<file path="src/rtl/trace_bus_writer.sv">
// trace_bus_writer: timestamps profiling events, buffers them and writes 2-word records
// (w0 = {end, 23'd0, id}, w1 = cycle count) into a word ring in memory over the host bus.
// Latency: event captured in its strobe cycle; first request 2 cycles later; >= 4 cycles/record.
// Backpressure: none upstream; events that cannot be buffered are counted in drop_cnt_o.
// Ports: clk_i/rst_ni (async active-low); en_i, evt_valid_i, evt_id_i, evt_end_i event input;
//        host_* simple-system bus initiator (one outstanding write); wr_ptr_o ring word index;
//        drop_cnt_o saturating drop count; err_o sticky bus error; full_o ring exhausted.
// Build option TRACE_WRAP_EN: ring wraps forever (full_o tied 0); when undefined the ring
// stops after one pass, full_o sets and all later events are dropped.

// trace_fifo: generic first-word-fall-through FIFO.
// Latency: pushed word visible at head the cycle after push.
// Backpressure: caller must not push when count == Depth unless popping in the same cycle.
module trace_fifo #(
    parameter int Width = 64,
    parameter int Depth = 4
) (
    input  logic                   clk,
    input  logic                   rst_n,
    input  logic                   push_vld,
    input  logic [Width-1:0]       push_dat,
    input  logic                   pop_vld,
    output logic [Width-1:0]       head_dat,
    output logic [$clog2(Depth):0] count
);
    localparam int Aw = $clog2(Depth);

    logic [Width-1:0] mem [Depth];
    logic [Aw-1:0]    rd_ptr;
    logic [Aw-1:0]    wr_ptr;

    always_ff @(posedge clk or negedge rst_n) begin
        if (!rst_n) begin
            rd_ptr <= '0;
            wr_ptr <= '0;
            count  <= '0;
        end else begin
            if (push_vld) wr_ptr <= wr_ptr + Aw'(1);
            if (pop_vld)  rd_ptr <= rd_ptr + Aw'(1);
            case ({push_vld, pop_vld})
                2'b10:   count <= count + (Aw+1)'(1);
                2'b01:   count <= count - (Aw+1)'(1);
                default: count <= count;
            endcase
        end
    end

    // Storage needs no reset: head is only observed while count is non-zero.
    always_ff @(posedge clk) begin
        if (push_vld) mem[wr_ptr] <= push_dat;
    end

    assign head_dat = mem[rd_ptr];
endmodule

module trace_bus_writer #(
    parameter logic [31:0] BufBase   = 32'h0010_0000,
    parameter int          BufWords  = 256,
    parameter int          FifoDepth = 4
) (
    input  logic                        clk_i,
    input  logic                        rst_ni,
    input  logic                        en_i,
    input  logic                        evt_valid_i,
    input  logic [7:0]                  evt_id_i,
    input  logic                        evt_end_i,
    output logic                        host_req_o,
    input  logic                        host_gnt_i,
    output logic                        host_we_o,
    output logic [3:0]                  host_be_o,
    output logic [31:0]                 host_addr_o,
    output logic [31:0]                 host_wdata_o,
    input  logic                        host_rvalid_i,
    input  logic                        host_err_i,
    output logic [$clog2(BufWords)-1:0] wr_ptr_o,
    output logic [15:0]                 drop_cnt_o,
    output logic                        err_o,
    output logic                        full_o
);
    localparam int PtrW = $clog2(BufWords);
    localparam int CntW = $clog2(FifoDepth) + 1;

    typedef enum logic [2:0] {IDLE, REQ0, WAIT0, REQ1, WAIT1} state_t;

    state_t          state;
    state_t          state_nxt;
    logic [31:0]     cyc_cnt;
    logic [CntW-1:0] fifo_cnt;
    logic [63:0]     head_dat;
    logic            pop;
    logic            push;
    logic            drop;
    logic            can_push;
    logic            more;
    logic            ring_last;
    logic [PtrW-1:0] ptr_odd;

    // A record retires when its second word is acknowledged.
    assign pop = (state == WAIT1) && host_rvalid_i;

    // A full FIFO still takes an event in the cycle its head retires.
    assign can_push = !full_o && ((fifo_cnt != CntW'(FifoDepth)) || pop);
    assign push     = evt_valid_i && en_i && can_push;
    assign drop     = evt_valid_i && en_i && !can_push;
    assign more     = (fifo_cnt > CntW'(1)) || push;

`ifdef TRACE_WRAP_EN
    assign ring_last = 1'b0;
    assign full_o    = 1'b0;
`else
    // Without wrapping, the record at the last slot pair ends the capture for good.
    assign ring_last = (wr_ptr_o == PtrW'(BufWords - 2));

    always_ff @(posedge clk_i or negedge rst_ni) begin
        if (!rst_ni)               full_o <= 1'b0;
        else if (pop && ring_last) full_o <= 1'b1;
    end
`endif

    trace_fifo #(.Width(64), .Depth(FifoDepth)) u_fifo (
        .clk      (clk_i),
        .rst_n    (rst_ni),
        .push_vld (push),
        .push_dat ({cyc_cnt, evt_end_i, 23'd0, evt_id_i}),
        .pop_vld  (pop),
        .head_dat (head_dat),
        .count    (fifo_cnt)
    );

    always_ff @(posedge clk_i or negedge rst_ni) begin
        if (!rst_ni) begin
            cyc_cnt    <= '0;
            wr_ptr_o   <= '0;
            drop_cnt_o <= '0;
            err_o      <= 1'b0;
        end else begin
            cyc_cnt <= cyc_cnt + 32'd1;
            if (pop) wr_ptr_o <= wr_ptr_o + PtrW'(2);
            if (drop && (drop_cnt_o != 16'hFFFF)) drop_cnt_o <= drop_cnt_o + 16'd1;
            if (host_rvalid_i && host_err_i) err_o <= 1'b1;
        end
    end

    always_ff @(posedge clk_i or negedge rst_ni) begin
        if (!rst_ni) state <= IDLE;
        else         state <= state_nxt;
    end

    always_comb begin
        state_nxt = state;
        unique case (state)
            IDLE:    if ((fifo_cnt != '0) && !full_o) state_nxt = REQ0;
            REQ0:    if (host_gnt_i) state_nxt = WAIT0;
            WAIT0:   if (host_rvalid_i) state_nxt = REQ1;
            REQ1:    if (host_gnt_i) state_nxt = WAIT1;
            WAIT1:   if (host_rvalid_i) state_nxt = (more && !ring_last) ? REQ0 : IDLE;
            default: state_nxt = IDLE;
        endcase
    end

    // wr_ptr_o is always even, so the second word's index is wr_ptr_o with bit 0 set.
    assign ptr_odd = {wr_ptr_o[PtrW-1:1], 1'b1};

    // Request outputs depend only on state, pointer and FIFO head, all of which hold
    // still until the grant, so the bus sees stable address/data while waiting.
    always_comb begin
        host_req_o   = 1'b0;
        host_we_o    = 1'b0;
        host_be_o    = 4'h0;
        host_addr_o  = 32'h0;
        host_wdata_o = 32'h0;
        unique case (state)
            REQ0: begin
                host_req_o   = 1'b1;
                host_we_o    = 1'b1;
                host_be_o    = 4'hF;
                host_addr_o  = BufBase + 32'({wr_ptr_o, 2'b00});
                host_wdata_o = head_dat[31:0];
            end
            REQ1: begin
                host_req_o   = 1'b1;
                host_we_o    = 1'b1;
                host_be_o    = 4'hF;
                host_addr_o  = BufBase + 32'({ptr_odd, 2'b00});
                host_wdata_o = head_dat[63:32];
            end
            default: ;
        endcase
    end
endmodule

</file>
<file path="config.mk">
export PLATFORM = sky130hd
export DESIGN_NAME = trace_bus_writer
export DESIGN_NICKNAME = d
export VERILOG_FILES = /design/src/rtl/trace_bus_writer.sv
export SDC_FILE = /design/constraint.sdc
export NUM_CORES = 1
export LEC_CHECK = 0
export CAP_MARGIN = 15
export CORE_ASPECT_RATIO = 0.5
export CORE_UTILIZATION = 50
export CTS_CLUSTER_DIAMETER = 30
export DETAILED_ROUTE_END_ITERATION = 10
export PLACE_DENSITY = 0.77
export SETUP_SLACK_MARGIN = 0.3
export SYNTH_ARGS = -nofsm -noshare
export SYNTH_HDL_FRONTEND = slang
export SYNTH_SLANG_ARGS = --single-unit
</file>
<file path="constraint.sdc">
create_clock -name clk_i -period 2.7 [get_ports clk_i]
set_clock_uncertainty 0.05 [all_clocks]
set_input_delay 0.54 -clock clk_i [delete_from_list [all_inputs] [get_ports clk_i]]
set_output_delay 0.54 -clock clk_i [all_outputs]
set_load 0.03 [all_outputs]
</file>
# Word level (Yosys, flattened, before mapping)
# Memory sizes are Yosys's and may differ from the RTL's.
# Cells that the tools add are included.
[totals]
word_cells = 68
ram_bits = 164
reg_bits = 68
in_bits = 16
output_inout_bits = 96
mem_count = 1
[mem_list]
columns = ["memory", "words", "word_bits", "read_ports", "rd_ports_with_merged_regs", "write_ports", "line", "rtl"]
rows = [
  ["u_fifo.mem", 4, 41, 1, 0, 1, "28", "logic [Width-1:0] mem [Depth];"],
]
[op_classes]
add_sub_neg = 9
reduce_logical = 20
n_mux = 14
order_cmp = 1
eq_ne = 14
[op_table]
columns = ["operator", "n"]
rows = [
  ["case mux 32 bit (2 select lines)", 1],
  ["adder 21 x 10 -> 22 bit, first input constant", 2],
  ["case mux 22 bit (2 select lines)", 1],
  ["adder 32 x 1 -> 32 bit, second input constant", 1],
  ["adder 16 x 1 -> 16 bit, second input constant", 1],
  ["inequality test 16 bit, second input constant", 1],
  ["2-to-1 mux 3 bit", 5],
  ["case mux 3 bit (5 select lines)", 1],
  ["logical AND 1 bit", 10],
  ["inequality test 2 bit, second input constant", 5],
  ["adder 8 x 2 -> 8 bit, second input constant", 1],
  ["equality test 8 bit, second input constant", 1],
  ["equality test 3 x 2 -> 1 bit, second input constant", 2],
  ["case mux 3 bit (2 select lines)", 1],
  ["AND reduction 5 bit", 1],
  ["adder 2 x 1 -> 2 bit, second input constant", 2],
  ["2-to-1 mux 1 bit", 4],
  ["2-to-1 mux 4 bit", 1],
  ["adder 3 x 1 -> 3 bit, second input constant", 1],
  ["equality test 3 x 1 -> 1 bit, second input constant", 1],
  ["equality test 3 bit, second input constant", 1],
  ["greater-than comparator 3 x 1 -> 1 bit, second input constant", 1],
  ["logical NOT 1 bit", 3],
  ["logical NOT 3 bit", 1],
  ["8 further kinds", 9],
]

# Logic depth before layout (Yosys ltp)
# Gate-level depths: netlist (run 1).
[depth]
ltp_word = 10
depth_mapped = 10

# Modules after synthesis
# A second synthesis (run 1) with hierarchy kept.
[unflattened]
cells_unflattened = 726
area_unflattened_um2 = 13075.0
[by_module_without_submodules]
columns = ["module", "seq_area_each_um2", "cells_each", "area_per_inst_um2", "instances"]
rows = [
  ["trace_fifo", 7862.5, 368, 9618.0, 1],
  ["trace_bus_writer", 1501.4, 358, 3457.1, 1],
]

# Least setup slack after synthesis (run 1)
# OpenSTA, ideal clock, no wires.
[synth_timing]
kind = "input to register"
from = "input port host_rvalid_i"
to = "memory u_fifo.mem[0][0] (netlist bit) (enable)"
slack_ns = -0.127
cell_stages = 4
required_time_ns = 2.248
arrival_ns = 2.375
cell_sequence = "nor4bb_2 -> nor2_1 -> nor3_2 -> and2_1"
[synth_between]
elab_chain_len = 6
[synth_rtl]
columns = ["element", "line", "rtl"]
rows = [
  ["from (decl)", "73", "input logic host_rvalid_i,"],
  ["logical AND 1 bit", "99", "assign pop = (state == WAIT1) && host_rvalid_i;"],
  ["logical OR 1 bit", "102", "assign can_push = !full_o && ((fifo_cnt != CntW'(FifoDepth)) || pop);"],
  ["logical AND 1 bit", "102", ""],
  ["logical AND 1 bit", "103", "assign push = evt_valid_i && en_i && can_push;"],
  ["2-to-1 mux 1 bit", "50", "if (push_vld) mem[wr_ptr] <= push_dat;"],
  ["2-to-1 mux 1 bit (not written as such)", "50", ""],
  ["to (decl)", "28", ""],
]
# No other way between the ends.

# Worst setup path after layout (run 1)
[layout_timing]
from = "register u_fifo.rd_ptr[0]"
to = "output port host_wdata_o[9]"
[layout_between]
elab_chain_len = 2
[layout_rtl]
columns = ["element", "line", "rtl"]
rows = [
  ["from (decl)", "29", "logic [Aw-1:0] rd_ptr;"],
  ["from (signal assigned)", "39", "if (pop_vld) rd_ptr <= rd_ptr + Aw'(1);"],
  ["memory read (4 x 41 bit)", "n/a", ""],
  ["case mux 32 bit (2 select lines)", "172", "unique case (state)"],
  ["to (decl)", "72", "output logic [31:0] host_wdata_o,"],
]
# No other way between the ends.

==> flow_summary.yaml, run 1 <==
drt:
  detailedRoute.firstIterationViolations: 353
  viasPerCell: 5.53
  detail_route.drc_violations: 0
  vias: 5564
  routed_wl_um: 21600
  avgRoutedWirePerCell_um: 21.5
  final_antenna_net_count: 0
  drt_pre_antenna_iters: 5
clocking:
  clock_tree.htree_level_count: 1
  clock_insertion_delay_at_the_later_pin_of_the_skew_report_ps: 540
  clkSlewWorstSetupHoldPaths_ps: 60
  cts_made_buffers: 30
  tritoncts: "done"
  numClockSinks: 231
  cts.root.buffer_cell: "sky130_fd_sc_hd__clkbuf_16"
  max-clock-path-buffers: 3
global_routing:
  grt_first_pass_wirelength_um: 32700
  grt_start_max_net_pins: 68
  number_of_global_route_vias_before_repair: 5664
  grt.overflow.total: 0
  grt_use_total_pct: 22.1
  antenna_found_initial: 0
layout:
  most_frequent_standard_cell_in_the_layout_excluding_fill_and_tap_cells: "sky130_fd_sc_hd__edfxtp_1"
  final_net_count: 752
  layout-area-overhead-vs-synth_pct: 30.2
  num_antenna_cells: 0
  commonest_cells_after_routing_fill_and_taps_aside: "164 x sky130_fd_sc_hd__edfxtp_1, 64 x sky130_fd_sc_hd__dfrtp_1, 41 x sky130_fd_sc_hd__mux4_2, 41 x sky130_fd_sc_hd__buf_4, 39 x sky130_fd_sc_hd__clkdlybuf4s50_1"
  layout_cells_sized_above_1_pct: 31.7
sta:
  clock.fmax_mhz: 356
  timing.hold.ws_ps: 413
  worst_slew_pin_slew_ps: 496
  final-max-slew-violation-count: 0
  setup_viol: 25
  period_needed_ps: 2810
  post-route-worst-setup-slack_ps: -110
  grt_setup_unrepaired: "yes"
  timing.setup.tns_ps: -1190
  hold_violations: 0
  final.period_utilization_pct: 104
  max-slew-margin-rel_pct: 66.7
setup_path:
  timing.reg2reg.worst_path_depth: 7
  startpoint_types: "register"
  timing.setup.critical_path_class: "register to output pin"
  critPathRequiredTime_ps: 2110
  crit_arrival_ps: 2220
  end_kind: "output pin"
  path_max_fanout: 8
floorplan:
  rows: 35
  fp.dieArea_sq_um: 19900
  die_w_um: 198
  initial_utilization_pct: 51.7
  number_of_ports_placed_on_the_die_boundary: 112
  core_sq_um: 18700
  die_h_um: 100
synth:
  synth_cell_type_count: 44
  netlist.top_cell.by_area: "sky130_fd_sc_hd__edfxtp_1"
  post-synth-top-area-fraction_pct: 51.1
  number_of_synthesized_flops_with_an_enable_pin: 164
  synthesis.area_sq_um: 9640
  ys_warn_count: 0
  synthesis.area_per_instance_sq_um: 16.4
  seq_area_frac_synth_pct: 68.5
  ys_seq_elements: 231
  synthCells: 587
  ys.flop_type: "sky130_fd_sc_hd__edfxtp_1"
  async_flop_share_pct: 29.0
  synth.area.top_cells: "sky130_fd_sc_hd__edfxtp_1 51%, sky130_fd_sc_hd__dfrtp_1 17%, sky130_fd_sc_hd__mux4_2 9.6%, sky130_fd_sc_hd__xnor2_1 3.4%, sky130_fd_sc_hd__buf_4 2.4%"
pwr:
  vdd_ir_drop_max_mv: 0.566
  cellLeakagePower_nw: 4.81
  total_power_mw: 13.1
  cellPowerDensity_nw_per_um2: 1050
worst_hold_path:
  min_path_type: "register to register"
  holdPathStages: 1
placement:
  numPortBuffers: 87
  hpwl_um: 12000
  place_congestion: 0.806
outcome:
  outcome: "finished, violations left"
  violations: "setup timing"
job:
  max-cap-violations: 0
-- logic make-up (layout without fill, tap and decap cells) --
group | Yosys count | count (layout) | share of synthesized area, %
other | 1 | 24 | 0.0389
and+or+nand+nor | 154 | 154 | 9.02
xor gates and xnor gates | 56 | 56 | 5.09
adders and majority gates | 12 | 12 | 1.56
muxes | 54 | 54 | 11.0
buffers and inverters | 61 | 199 | 3.66
AOI/OAI and AO/OA | 18 | 18 | 1.22
DFF | 231 | 231 | 68.5
-- registers in the layout (all words and copies together), names as in the netlist --
register       cells
drop_cnt_o        16
u_fifo.wr_ptr      2
cyc_cnt           32
err_o              1
state              3
wr_ptr_o           7
u_fifo.rd_ptr      2
full_o             1
u_fifo.mem       164
u_fifo.count       3
-- Yosys cell counts, drive strengths merged, types with 12 or more instances --
cell type / instances
nand2: 32
edfxtp: 164
xor2: 19
mux4: 41
nor2: 27
ha: 12
buf: 38
nand3: 22
clkbuf: 13
nand4: 13
and3: 30
xnor2: 37
dfrtp: 67
-- through the flow --
step                      std cells  area, sq um  worst slack [ps]  utilization (%)
after global placement          932        11000              95.9             58.9
after detailed placement        932        11000              64.8             58.9
after CTS                      1001        12500             -91.2             66.8
after floorplan                 610         9730               298                -
final                          1007        12600              -110             67.3
after global routing           1007        12600              -173             67.3
-- report_power, final --
| group | internal (mW) | switching (mW) | leakage, nW | total (mW) |
|---|---|---|---|---|
| logic | 2.20 | 2.33 | 1.86 | 4.53 |
| clock network | 2.59 | 1.65 | 0.536 | 4.24 |
| registers | 4.16 | 0.198 | 2.41 | 4.36 |
-- per-layer routing --
metal | track usage, % | vias to the layer above | wire length, um
met5 | 0 | - | 0
met3 | 4.91 | 33 | 1460
met4 | 6.56 | 0 | 380
li1 | - | 2438 | -
met2 | 36.0 | 223 | 10800
met1 | 30.2 | 2870 | 9020
-- critical path, stage by stage, from the launching register on --
cell and delay (ps):
sky130_fd_sc_hd__dfrtp_2 400, sky130_fd_sc_hd__buf_12 150, sky130_fd_sc_hd__buf_12 140, sky130_fd_sc_hd__buf_8 120, sky130_fd_sc_hd__mux4_2 520, sky130_fd_sc_hd__and3_4 210
sky130_fd_sc_hd__buf_12 130
-- final cells by class --
cell class,count,area [sq um]
clock buffers,37,850
clock inverters,19,253
fillers,1195,6100
inverters,10,42.5
multi-input cells,318,2910
flip-flops and latches,231,6610
well taps,259,324
repair buffers,133,1560
-- final timing paths --
| check | end | slack, ps | from |
|---|---|---|---|
| worst min-delay path | err_o | 410 | err_o |
| worst max-delay path | host_wdata_o[9] | -110 | u_fifo.rd_ptr[0] |
| min in group asynchronous | cyc_cnt[26] | 480 | rst_ni |
| worst max register to register | u_fifo.mem[2][30] | 390 | state[0] |
| worst min register to register | err_o | 410 | err_o |
| max in group asynchronous | state[0] | 1750 | rst_ni |
-- what timing repair did --
| action | 4_1_cts | 5_1_grt |
|---|---|---|
| resized for setup | 103 | 14 |
| hold buffers | 1 | 0 |
| setup endpoints to repair | 47 | 40 |
| cloned | 2 | 1 |
| hold endpoints to repair | 32 | 0 |
| pin swaps | 19 | 3 |
| setup buffers | 10 | 5 |
No activity file was read; power rests on OpenSTA's default activity.
==> run 2: changes to the inputs <==
--- a/config.mk
+++ b/config.mk
@@ -7,10 +7,10 @@
 export LEC_CHECK = 0
 export CAP_MARGIN = 15
 export CORE_ASPECT_RATIO = 0.5
-export CORE_UTILIZATION = 50
+export CORE_UTILIZATION = 45
 export CTS_CLUSTER_DIAMETER = 30
 export DETAILED_ROUTE_END_ITERATION = 10
-export PLACE_DENSITY = 0.77
+export PLACE_DENSITY = 0.71
 export SETUP_SLACK_MARGIN = 0.3
 export SYNTH_ARGS = -nofsm -noshare
 export SYNTH_HDL_FRONTEND = slang
==> constraint.sdc (replaced) <==
create_clock -name clk_i -period 2.7 [get_ports clk_i]
set_clock_uncertainty 0.05 [all_clocks]
set_input_delay 0.54 -clock clk_i [delete_from_list [all_inputs] [get_ports clk_i]]
set_output_delay 0.54 -clock clk_i [all_outputs]
set_load 0.02 [all_outputs]
==> run 2 against run 1 <==
First-iteration DRC count is 2.8% lower. Worst hold slack better by 4.4 ps. The flow still finishes with violations (setup timing). Critical path type unchanged. Worst setup slack better by 66 ps. Largest cell class unchanged. Non-clock buffer count is 4 lower. Utilization is 9.1 points lower. Clock-buffer cell count is 4 lower. Die area is 11% higher. Cell count is 0.79% higher. Global-route usage is 4.2 points lower.
==> flow_summary.yaml, run 2 (synthesis results as in run 1) <==
pwr:
  clockPowerShare_pct: 32.2
  p_sw_mw: 3.53
  cell_internal_pwr_mw: 8.25
  cellLeakagePower_nw: 4.70
  power_frac_comb_pct: 31.1
  power.switching_fraction_pct: 29.9
  cellPowerDensity_nw_per_um2: 974
  share_seq_of_total_power_pct: 36.7
  vdd_ir_drop_max_mv: 0.576
sta:
  final-max-slew-violation-count: 0
  setup_viol: 22
  worst_slew_pin_slew_ps: 511
  hold_violations: 0
  final.period_utilization_pct: 102
  grt_setup_unrepaired: "yes"
  period_needed_ps: 2740
  timing.hold.ws_ps: 417
  max-slew-margin-rel_pct: 65.7
  post-route-worst-setup-slack_ps: -44.6
  clock.fmax_mhz: 364
outcome:
  outcome: "finished, violations left"
  violations: "setup timing"
layout:
  layout_top_registers: "u_fifo.mem x164, cyc_cnt x32, drop_cnt_o x16"
  commonest_cells_after_routing_fill_and_taps_aside: "164 x sky130_fd_sc_hd__edfxtp_1, 65 x sky130_fd_sc_hd__dfrtp_1, 41 x sky130_fd_sc_hd__mux4_2"
  footprint_of_the_multi_input_gates_sq_um: 2790
  layout_cells_sized_above_1_pct: 27.4
  largest_register_ffs: 164
  register_area_sq_um: 6600
  most_frequent_standard_cell_in_the_layout_excluding_fill_and_tap_cells: "sky130_fd_sc_hd__edfxtp_1"
  num_antenna_cells: 0
  n_fill_cell: 1532
  final_net_count: 747
  reg_with_most_ffs: "u_fifo.mem"
  design_area_sq_um: 12100
  layout-area-overhead-vs-synth_pct: 25.4
floorplan:
  rows: 37
  die_w_um: 209
  core_sq_um: 20800
  fp.dieArea_sq_um: 22100
  number_of_ports_placed_on_the_die_boundary: 112
  initial_utilization_pct: 46.4
  die_h_um: 106
clocking:
  max-clock-path-buffers: 3
  numClockSinks: 231
  clock_tree.htree_level_count: 1
  cts_made_buffers: 29
  clock_insertion_delay_at_the_later_pin_of_the_skew_report_ps: 530
  tritoncts: "done"
  cts.root.buffer_cell: "sky130_fd_sc_hd__clkbuf_16"
  clkSlewWorstSetupHoldPaths_ps: 60
setup_path:
  critical_path_cell_count: 5
  critPathSlowestCell: "sky130_fd_sc_hd__mux4_2"
  end_kind: "output pin"
  startpoint_types: "register"
  path_max_fanout: 4
  timing.reg2reg.worst_path_depth: 10
  worst-path-buf-inv: 3
  critPathTopFamily: "buffers and inverters"
  timing.setup.critical_path_class: "register to output pin"
  crit_arrival_ps: 2150
  cells_along_the_critical_path: "buf_6 > bufbuf_16 > mux4_2 > and3_1 > buf_2"
  timing.critical_path.slowest_cell_delay_ps: 510
  critPathRequiredTime_ps: 2110
global_routing:
  grt_start_max_net_pins: 68
  grt_use_total_pct: 17.9
  grt.overflow.total: 0
  number_of_global_route_vias_before_repair: 5344
  antenna_found_initial: 0
  grt_first_pass_wirelength_um: 30300
drt:
  detail_route.drc_violations: 0
  vias: 5285
  drt_pre_antenna_iters: 6
  avgRoutedWirePerCell_um: 18.7
  viasPerCell: 5.21
  detailedRoute.firstIterationViolations: 343
  routed_wl_um: 18900
  final_antenna_net_count: 0
placement:
  place_congestion: 0.880
  dp_area_sq_um: 11000
  numPortBuffers: 87
  hpwl_um: 11400
job:
  max-cap-violations: 0
worst_hold_path:
  min_path_type: "register to register"
  holdPathStages: 1
==> run 2: what timing repair did <==
| action | 4_1_cts | 5_1_grt |
|---|---|---|
| hold buffers | 1 | 0 |
| hold endpoints to repair | 34 | 0 |
| setup endpoints to repair | 47 | 48 |
| pin swaps | 7 | 5 |
| cloned | 4 | 1 |
| gates resized for setup | 196 | 29 |
| buffers inserted | 9 | 3 |
==> run 2: final cells by class <==
| type | count | area share (%) |
|---|---|---|
| Sequential cell | 231 | 54.6 |
| Clock buffer | 33 | 6.13 |
| Clock inverter | 21 | 1.87 |
| Inverter | 10 | 0.331 |
| Multi-Input combinational cell | 318 | 23.1 |
| Timing Repair Buffer | 129 | 11.1 |
| Tap cell | 273 | 2.82 |
==> run 2: per-stage QoR <==
stage / setup WS (ps) / util, % / TNS (ps) / total power [mW] / cells
after floorplan: 298 / - / 0 / 6.41 / 610
after CTS: -62.6 / 58.3 / -841 / 11.8 / 1011
final: -44.6 / 58.2 / -392 / 11.8 / 1015
after global routing: -139 / 58.2 / -2480 / 12.3 / 1015
after detailed placement: 28.9 / 52.8 / 0 / 7.73 / 943
after global placement: 78.4 / 52.8 / 0 / 7.69 / 943
==> run 2: power by group through the flow <==
stage	Combinational [mW]	Clock [mW]	Sequential (mW)
CTS	3.66	3.85	4.32
detailed placement	3.34	0	4.39
floorplan	2.03	0	4.39
global route	3.93	4.01	4.36
global placement	3.31	0	4.38
finish	3.66	3.79	4.33
==> run 2: per-layer routing <==
| metal | wire, um | up-vias | global-route usage [%] |
|---|---|---|---|
| li1 | - | 2429 | - |
| met1 | 9160 | 2716 | 25.8 |
| met2 | 8860 | 119 | 28.6 |
| met3 | 661 | 21 | 3.22 |
| met4 | 253 | 0 | 3.78 |
| met5 | 0 | - | 0 |
==> run 2: path summary, 6_finish.rpt <==
| kind | startpoint | end | slack (ps) |
|---|---|---|---|
| hold reg to reg | err_o | err_o | 420 |
| setup reg to reg | state[1] | u_fifo.count[2] | 490 |
| max in group asynchronous | rst_ni | state[2] | 1740 |
| setup / recovery | u_fifo.rd_ptr[0] | host_wdata_o[26] | -40 |
| hold / removal | err_o | err_o | 420 |
| min in group asynchronous | rst_ni | cyc_cnt[24] | 500 |
==> run 3: changes to the inputs <==
--- a/config.mk
+++ b/config.mk
@@ -11,7 +11,7 @@
 export CTS_CLUSTER_DIAMETER = 30
 export DETAILED_ROUTE_END_ITERATION = 10
 export PLACE_DENSITY = 0.71
-export SETUP_SLACK_MARGIN = 0.3
+export SETUP_SLACK_MARGIN = 0.05
 export SYNTH_ARGS = -nofsm -noshare
 export SYNTH_HDL_FRONTEND = slang
 export SYNTH_SLANG_ARGS = --single-unit
==> run 3 against run 2 <==
The flow still finishes with violations (setup timing). Design area hardly changed. Sequential share of layout area hardly changed. Power is 0.82% lower. Combinational power is 3% lower. Via count is 0.25% lower. Die area stayed put. Global-route usage is 0.17 points lower. Worst hold slack hardly changed. Critical endpoint is now host_wdata_o[4]. Largest cell class unchanged. Largest power group unchanged. Highest routed layer unchanged.
==> flow_summary.yaml, run 3 (synthesis results as in run 1) <==
clocking:
  cts_made_buffers: 29
  cts.root.buffer_cell: "sky130_fd_sc_hd__clkbuf_16"
  tritoncts: "done"
  numClockSinks: 231
  clkSlewWorstSetupHoldPaths_ps: 60
  max-clock-path-buffers: 3
  clock_tree.htree_level_count: 1
  clock_insertion_delay_at_the_later_pin_of_the_skew_report_ps: 530
pwr:
  cell_internal_pwr_mw: 8.18
  power_frac_comb_pct: 30.4
  vdd_ir_drop_max_mv: 0.577
  cellLeakagePower_nw: 4.67
  share_seq_of_total_power_pct: 37.1
  clockPowerShare_pct: 32.5
  cellPowerDensity_nw_per_um2: 966
  power.switching_fraction_pct: 30.0
  p_sw_mw: 3.50
outcome:
  violations: "setup timing"
  outcome: "finished, violations left"
worst_hold_path:
  worst_min_path_start: "err_o"
  holdPathStages: 1
  hold_endpoint: "err_o"
  min_path_type: "register to register"
sta:
  setup_viol: 7
  worst_slew_pin_slew_ps: 516
  grt_setup_unrepaired: "yes"
  post-route-worst-setup-slack_ps: -23.5
  clock.fmax_mhz: 367
  max-slew-margin-rel_pct: 65.4
  final.period_utilization_pct: 101
  final-max-slew-violation-count: 0
  period_needed_ps: 2720
  hold_violations: 0
  timing.setup.tns_ps: -87.7
global_routing:
  grt.overflow.total: 0
  number_of_global_route_vias_before_repair: 5332
  antenna_found_initial: 0
  grt_start_max_net_pins: 68
  grt_first_pass_wirelength_um: 30100
  grt_use_total_pct: 17.7
layout:
  layout.core_utilization_pct: 58.2
  reg_with_most_ffs: "u_fifo.mem"
  n_fill_cell: 1537
  final_net_count: 745
  num_antenna_cells: 0
  most_frequent_standard_cell_in_the_layout_excluding_fill_and_tap_cells: "sky130_fd_sc_hd__edfxtp_1"
  layout_top_registers: "u_fifo.mem x164, cyc_cnt x32, drop_cnt_o x16"
  layout-area-overhead-vs-synth_pct: 25.4
  fin_cells: 1013
  largest_register_ffs: 164
  commonest_cells_after_routing_fill_and_taps_aside: "164 x sky130_fd_sc_hd__edfxtp_1, 66 x sky130_fd_sc_hd__dfrtp_1, 41 x sky130_fd_sc_hd__mux4_2"
  layout_cells_sized_above_1_pct: 25.9
drt:
  viasPerCell: 5.20
  detailedRoute.firstIterationViolations: 332
  routed_wl_um: 18700
  final_antenna_net_count: 0
  avgRoutedWirePerCell_um: 18.5
  met3_wirelength_um: 625
  detail_route.drc_violations: 0
  drt_pre_antenna_iters: 4
  highest_layer: "met4"
  wl_met2_um: 8830
  vias: 5272
  wl_met1_um: 8990
floorplan:
  number_of_ports_placed_on_the_die_boundary: 112
  fp.dieArea_sq_um: 22100
  die_h_um: 106
  rows: 37
  die_w_um: 209
  initial_utilization_pct: 46.4
  core_sq_um: 20800
placement:
  hpwl_um: 11400
  place_congestion: 0.880
  placement.setup.worst_slack_ps: 28.9
  numPortBuffers: 87
  post-place-cells: 943
setup_path:
  reg2reg_setup_slack_ps: 490
  timing.reg2reg.worst_path_depth: 10
  end_kind: "output pin"
  timing.setup.critical_path_class: "register to output pin"
  capturing_point_of_the_worst_reg2reg_path: "u_fifo.count[2]"
  path_max_fanout: 7
  regToRegStartpoint: "state[1]"
  critPathRequiredTime_ps: 2110
  crit_arrival_ps: 2130
  startpoint_types: "register"
job:
  max-cap-violations: 0
-- run 3: power groups by stage --
stage	Sequential [mW]	Clock, mW	Combinational [mW]
3_3_place_gp	4.38	0	3.31
3_5_place_dp	4.39	0	3.34
2_1_floorplan	4.39	0	2.03
4_1_cts	4.33	3.85	3.48
6_report	4.33	3.79	3.55
5_1_grt	4.37	4.01	3.81
-- run 3: worst max-delay path by stage --
stage                     start               end  slack, ps  cells after the start
6_report       u_fifo.rd_ptr[0]   host_wdata_o[4]        -20                      6
4_1_cts        u_fifo.rd_ptr[0]  host_wdata_o[17]        -90                      4
3_5_place_dp      host_rvalid_i   u_fifo.count[2]         30                     10
3_3_place_gp      host_rvalid_i  u_fifo.mem[0][3]         80                      7
5_1_grt        u_fifo.rd_ptr[0]   host_wdata_o[6]       -120                      6
2_1_floorplan     host_rvalid_i  u_fifo.mem[0][0]        300                      4
-- run 3: critical path, cell delays in order (launching register included) --
cell                      delay, ps
sky130_fd_sc_hd__dfrtp_2        440
sky130_fd_sc_hd__buf_6          130
sky130_fd_sc_hd__buf_12         130
sky130_fd_sc_hd__mux4_2         540
sky130_fd_sc_hd__mux2i_1        170
sky130_fd_sc_hd__nor2_1          50
sky130_fd_sc_hd__buf_2          150
-- run 3: metrics by stage --
step	power (mW)	area [sq um]	hold WS (ps)
2_1_floorplan	6.41	9730	194
3_3_place_gp	7.69	11000	389
3_5_place_dp	7.73	11000	414
4_1_cts	11.7	12000	426
5_1_grt	12.2	12100	444
6_report	11.7	12100	417
-- run 3: timing repair --
| action | in CTS | in global routing |
|---|---|---|
| cloned | 3 | 0 |
| buffers inserted | 4 | 8 |
| endpoints found under the setup margin | 47 | 40 |
| resized for setup | 182 | 15 |
| hold buffers | 1 | 0 |
| pin swaps | 0 | 2 |
| endpoints found under the hold margin | 34 | 0 |
-- run 3: cell type report --
type	instances	area, sq um	share of cell area [%]
Sequential cell	231	6600	54.6
Multi-Input combinational cell	318	2820	23.3
Timing Repair Buffer	127	1320	10.9
Clock buffer	33	741	6.13
Tap cell	273	342	2.83
Clock inverter	21	226	1.87
Inverter	10	37.5	0.310
-- run 3: metal layers --
layer	GRT usage [%]	vias to the layer above
met5	0	-
met4	3.62	0
met3	3.22	21
met2	28.6	108
met1	25.3	2714
li1	-	2429
